==> src/rtl/sbox_row_inverter.sv <==
// Per-row inverse of a loadable DES S-box table: a build pass derives col = inv[{row,val}]
// from the forward contents and flags rows that are not permutations; lookups use valid/ready.
module sbox_row_inverter #(
    parameter int ROW_W     = 2,
    parameter int COL_W     = 4,
    parameter int TBL_DEPTH = 64
) (
    input  logic                   clk,
    input  logic                   rst,
    input  logic                   load_en,
    input  logic [ROW_W+COL_W-1:0] load_addr,
    input  logic [COL_W-1:0]       load_data,
    input  logic                   build_start,
    output logic                   busy,
    output logic                   table_ok,
    output logic                   table_err,
    input  logic                   q_valid,
    output logic                   q_ready,
    input  logic [ROW_W-1:0]       q_row,
    input  logic [COL_W-1:0]       q_val,
    output logic                   r_valid,
    output logic [ROW_W-1:0]       r_row,
    output logic [COL_W-1:0]       r_col
);

    localparam int AW = ROW_W + COL_W;

    typedef enum logic [2:0] {
        IDLE,
        BUILD,
        CHECK,
        READY,
        ERR
    } state_t;

    state_t               state_q;
    logic                 busy_q;
    logic                 table_ok_q;
    logic                 table_err_q;
    logic                 r_valid_q;
    logic [ROW_W-1:0]     r_row_q;
    logic [COL_W-1:0]     r_col_q;

    logic [COL_W-1:0]     fwd_q [TBL_DEPTH];
    logic [COL_W-1:0]     inv_q [TBL_DEPTH];
    logic [TBL_DEPTH-1:0] seen_q;
    logic [AW-1:0]        idx_q;
    logic                 dup_q;

    logic                 cmd_state;
    logic                 load_acc;
    logic                 build_acc;
    logic                 q_acc;
    logic [COL_W-1:0]     build_val;
    logic [AW-1:0]        build_key;
    logic                 build_dup;
    logic                 inv_we;

    always_comb begin
        cmd_state = (state_q == IDLE) || (state_q == READY) || (state_q == ERR);
        load_acc  = load_en && cmd_state;
        build_acc = build_start && cmd_state;
        q_ready   = (state_q == READY) && !load_en && !build_start;
        q_acc     = q_valid && q_ready;
        build_val = fwd_q[idx_q];
        build_key = {idx_q[AW-1:COL_W], build_val};
        build_dup = seen_q[build_key];
        inv_we    = (state_q == BUILD) && !build_dup;
    end

    // Table storage carries no reset; only the bookkeeping around it does.
    always_ff @(posedge clk) begin
        if (!rst && load_acc) begin
            fwd_q[load_addr] <= load_data;
        end
        if (!rst && inv_we) begin
            inv_q[build_key] <= idx_q[COL_W-1:0];
        end
    end

    always_ff @(posedge clk) begin
        if (rst) begin
            state_q     <= IDLE;
            busy_q      <= 1'b0;
            table_ok_q  <= 1'b0;
            table_err_q <= 1'b0;
            r_valid_q   <= 1'b0;
            r_row_q     <= '0;
            r_col_q     <= '0;
            seen_q      <= '0;
            idx_q       <= '0;
            dup_q       <= 1'b0;
        end else begin
            r_valid_q <= q_acc;
            if (q_acc) begin
                r_row_q <= q_row;
                r_col_q <= inv_q[{q_row, q_val}];
            end

            case (state_q)
                IDLE, READY, ERR: begin
                    // Build wins over a same-cycle load; the write lands before idx 0 is read.
                    if (build_acc) begin
                        seen_q      <= '0;
                        idx_q       <= '0;
                        dup_q       <= 1'b0;
                        table_ok_q  <= 1'b0;
                        table_err_q <= 1'b0;
                        busy_q      <= 1'b1;
                        state_q     <= BUILD;
                    end else if (load_acc) begin
                        table_ok_q  <= 1'b0;
                        table_err_q <= 1'b0;
                        state_q     <= IDLE;
                    end
                end

                BUILD: begin
                    if (build_dup) begin
                        dup_q <= 1'b1;
                    end else begin
                        seen_q[build_key] <= 1'b1;
                    end
                    idx_q <= idx_q + 1'b1;
                    if (idx_q == {AW{1'b1}}) begin
                        state_q <= CHECK;
                    end
                end

                CHECK: begin
                    busy_q <= 1'b0;
                    if (!dup_q && (&seen_q)) begin
                        table_ok_q <= 1'b1;
                        state_q    <= READY;
                    end else begin
                        table_err_q <= 1'b1;
                        state_q     <= ERR;
                    end
                end

                default: begin
                    busy_q  <= 1'b0;
                    state_q <= IDLE;
                end
            endcase
        end
    end

    assign busy      = busy_q;
    assign table_ok  = table_ok_q;
    assign table_err = table_err_q;
    assign r_valid   = r_valid_q;
    assign r_row     = r_row_q;
    assign r_col     = r_col_q;

endmodule

==> config.mk <==
export PLATFORM = sky130hd
export DESIGN_NAME = sbox_row_inverter
export DESIGN_NICKNAME = d
export VERILOG_FILES = /design/src/rtl/sbox_row_inverter.sv
export SDC_FILE = /design/constraint.sdc
export NUM_CORES = 1
export LEC_CHECK = 0
export BUFFER_PORTS_ARGS = -buffer_cell sky130_fd_sc_hd__buf_2
export CORE_ASPECT_RATIO = 0.9
export CORE_MARGIN = 1.5
export CORE_UTILIZATION = 57
export DETAILED_ROUTE_END_ITERATION = 6
export GPL_TIMING_DRIVEN = 0
export HOLD_SLACK_MARGIN = 0.12
export PLACE_DENSITY = 0.76
export REMOVE_ABC_BUFFERS = 1
export SYNTH_ARGS = -nofsm -noshare
export SYNTH_HDL_FRONTEND = slang
export SYNTH_SLANG_ARGS = --single-unit
==> constraint.sdc <==
create_clock -name clk -period 4.01 [get_ports clk]
set_clock_uncertainty 0.1 [all_clocks]
set_input_delay 0.6015 -clock clk [delete_from_list [all_inputs] [get_ports clk]]
set_output_delay 0.6015 -clock clk [all_outputs]
set_load 0.01 [all_outputs]
* Yosys cells after proc, flatten, opt, wreduce, memory -nomap -nowiden
Memory sizes are Yosys's and may differ from the RTL's. A register that Yosys moved wholly into a read port is not among the register bits. Index checks and enable logic that the tools add are counted.
Word-level totals: register bits after elaboration 80, memory bits (writable) 512, bits of input ports 21, memories 2
Memory list:
- fwd_q | depth 64, bits a word 4, rd ports 1, clocked after memory_dff 1, wr ports 1, line 44 | logic [COL_W-1:0] fwd_q [TBL_DEPTH];
- inv_q | depth 64, bits a word 4, rd ports 1, clocked after memory_dff 1, wr ports 1, line 45 | logic [COL_W-1:0] inv_q [TBL_DEPTH];
Operators by class: $add $sub $neg 1, magnitude comparators 2, equality and inequality tests 12, muxes and demuxes 31, bitwise gates (word level) 2, reductions and logical operators 29
Operators with widths (count):
- $mux 64 | 2
- $pmux 64 s2 | 1
- $or 64x64->64 | 1
- $reduce_and 64->1 | 1
- $mux 6 | 3
- $mux 1 | 13
- $mux 3 | 4
- $pmux 6 s2 | 1
- $reduce_and 3->1 | 4
- $logic_and 1x1->1 | 10
- $ne 2x2->1 const B | 5
- $pmux 3 s3 | 1
- $pmux 1 s2 | 4
- $lt 6x7->1 const B | 1
- $add 6x1->6 const B | 1
- $bmux 1 s6 | 1
- $demux 1 s6 | 1
- $eq 3x2->1 const B | 2
- $eq 6x6->1 const B | 1
- $ge 6x1->1 const B | 1
- $reduce_and 2->1 | 3
- $logic_not 1->1 | 5
- $reduce_bool 2->1 | 2
- $eq 3x1->1 const B | 1
- other kinds (7) | 8

* Longest topological paths before layout
depth after elaboration 8, depth in mapped cells 19, mapped depth without buffers 11

* Least setup slack after synthesis
No wires, ideal clock.
kind register to register, from register (tool-made name), to memory inv_q[51][0] (enable), library setup time 377 ps, arrival 3937 ps, data required time 3533 ps, path slack -404 ps, stages on the path, launching flop included 17, path buffers 5, cells stage by stage dfxtp_1 > buf_4 > buf_4 > mux4_2 > mux2_2 > o22ai_1 > nor3_1 > or2_1 > buf_6 > buf_6 > mux2_1 > a32o_1 > a211oi_1 > a211o_1 > o2111ai_2 > buf_2 > nor4_1
RTL lines (line):
- to (decl) | 45

==> impl_metrics.toml <==
[drt]
drc = 0
drt_iter0_markers = 1951
vias_per_cell = 6.68
antenna_left = 0
dr_total_vias = 14100
wl_um = 58500
wl_per_cell_um = 27.7
firstDrtPassIters = 6

[yosys]
synth_edf_count = 512
synth_cell_types = 61
synth_top_area_frac = 0.629
ys.flop_type = "edfxtp_1"
synthTopCellsByArea = "edfxtp_1 63%, mux4_2 13%, dfxtp_1 7.4%, nand2_1 2.1%, nor2_1 1.9%"
yosysWarnings = 0
seq_area_frac_synth = 0.702
syn_avg_cell_area_um2 = 16.9
synthCells = 1447
ys_ff_latch = 602
synth_top_area_cell = "edfxtp_1"
synthesis.area_um2 = 24500
synthArstFlopShare = 0

[floorplan]
design.die.area_um2 = 44200
die_x_um = 221
io_pins = 32
core_area_um2 = 42000
start_util = 0.582
die_h_um = 200
placement_rows = 71

[clock_tree]
cts_tree = "yes"
ctsHtreeMaxLevel = 2
clk_latency_ps = 640
clock_sinks = 602
root_buffer = "clkbuf_16"
cts_buffer_depth = 3
hold_buffers = 0
numCtsBuffers = 55
clkTransAtPathRegs_ps = 70

[place]
io_buffers = 31
dp_slack_ps = -2950
dp_hpwl_um = 34100
place_area_um2 = 25200
dp.cells = 1948
gp_congestion = 0.962

[run]
drv_cap = 0

[sta]
setup_violations = 320
maxSlewHeadroom = 0.0113
slew_viol_final = 0
layout_min_cycle_time_ps = 4880
rsz0062_at_grt = "true"
holdWs_ps = 238
tightest_slew_ps = 1480
min_period_over_period = 1.22
tns_ps = -219890
hold_viol = 0
finalWorstSetupSlack_ps = -874
fmax_mhz = 205

[hold_path]
hold_path.class = "in2reg"
hold_path.startpoint = "q_row[0]"

[finish]
syn2layout_area_growth_pct = 16.1
post-route-util = 0.676
multi_input_area_um2 = 7570
final_common_cell = "edfxtp_1"
post_route_cells_drive_above_1_share = 0.290
stdcell_area_um2 = 28400
ff_latch_area_um2 = 17200
final_cell_mix = "512 x edfxtp_1, 142 x mux4_2, 131 x nand2_1"
fin_cells = 2110
fillers = 2596
fin_nets = 1539

[setup_path]
cpPeakStageDelay_ps = 520
crit_fanout = 8
crit_top_cell = "buf_16"
worstPathCellList = "buf_16, mux4_2, mux4_2, o22ai_4, nor3b_4, or2_4, buf_4, a21oi_2, a2111oi_1, a211oi_1, and4_4, o2111ai_4, clkbuf_16, buf_16, buf_16, buf_16, nor4_4, buf_4"
crit_type = "reg2reg"
worstSetupStartpointType = "register"
critical_path.endpoint_type = "register"
critical_path_arrival_ps = 5120
cp_data_required_time_ps = 4250
cp_slowest_cell = "mux4_2"

[global_routing]
overflow = 0
antenna_found_initial = 1
grt_max_degree = 65
grt_pass1_wl_um = 88100
grt.total_usage = 0.273
grt_pass1_vias = 14000

[pwr]
fin_total_pwr_mw = 12.6
peakVddDrop_mv = 0.414
p_leak_nw = 9.23
power_density_nw_per_um2 = 442

[outcome]
outcome = "complete, but fails checks"
violations = "setup timing"
## sequential cells by signal, summed over array words and instances (netlist names), named ones only
signal and flops:
busy 1, dup_q 1, fwd_q 256, idx_q 6
inv_q 256, r_col 4, r_row 2, r_valid 1
seen_q 64, state_q 3, table_err 1, table_ok 1
## critical path: cells and delay by family, from the launching register on
kind	cells	cell delay (ps)
DFF	1	440
AOI/OAI and AO/OA	5	890
and+or+nand+nor	4	900
muxes	2	1040
buffers and inverters	7	1180
## power by group
group / internal (mW) / switching [mW] / leakage [nW] / total [mW]
sequential: 6.77 / 0.0251 / 5.33 / 6.80
clock: 2.66 / 2.31 / 0.843 / 4.97
combinational: 0.321 / 0.464 / 3.05 / 0.785
## cell usage after synthesis, types with 4 or more instances
| library cell | number |
|---|---|
| a21oi_1 | 24 |
| a221o_1 | 12 |
| a22o_1 | 4 |
| a22oi_1 | 14 |
| and2_1 | 4 |
| buf_1 | 14 |
| buf_2 | 10 |
| buf_4 | 8 |
| buf_6 | 10 |
| clkbuf_1 | 48 |
| dfxtp_1 | 90 |
| edfxtp_1 | 512 |
| mux2_1 | 4 |
| mux2_2 | 5 |
| mux2i_1 | 37 |
| mux4_2 | 142 |
| nand2_1 | 136 |
| nand2b_1 | 5 |
| nand3_1 | 29 |
| nand3b_1 | 4 |
| nand4_1 | 20 |
| nor2_1 | 123 |
| nor2b_1 | 7 |
| nor3_1 | 13 |
| nor3_2 | 40 |
| nor4_1 | 6 |
| o21ai_0 | 25 |
| o22ai_1 | 4 |
| o31ai_1 | 48 |
## what timing repair did
action	CTS	global route
buffers inserted	44	4
gates cloned	11	0
endpoints found under the setup margin	321	321
pin swaps	69	10
endpoints found under the hold margin	0	0
gates resized for setup	143	21
## path summary, 6_finish.rpt
path,end,slack (ps),cells past startpoint
worst max-delay path,inv_q[19][0],-870,18
worst min-delay path,r_row[0],240,3
worst min register to register,seen_q[25],380,2
worst max register to register,inv_q[19][0],-870,18
## layer usage
metal  vias to the layer above  global-route usage  routed length (µm)
met4                         0               0.102                2060
met5                         -                   0                   0
met2                       804               0.428               27500
li1                       5949                   -                   -
met3                       163              0.0672                5790
met1                      7179               0.375               23200
## kinds of logic after synthesis
group                      share of synthesized area
AOI/OAI and AO/OA                             0.0441
xor gates and xnor gates                    0.000716
adders and majority gates                   0.000512
buffers and inverters                         0.0192
DFF                                            0.702
muxes                                          0.150
and+or+nand+nor                               0.0830
## final cells by class
cell class                      instances  area share
Antenna cell                            1   0.0000881
Clock buffer                           59      0.0490
Clock inverter                         43      0.0111
Inverter                                4    0.000529
Multi-Input combinational cell        754       0.266
Sequential cell                       602       0.606
Tap cell                              547      0.0241
Timing Repair Buffer                  100      0.0431
Note: power is estimated with default switching activity, not from simulation.
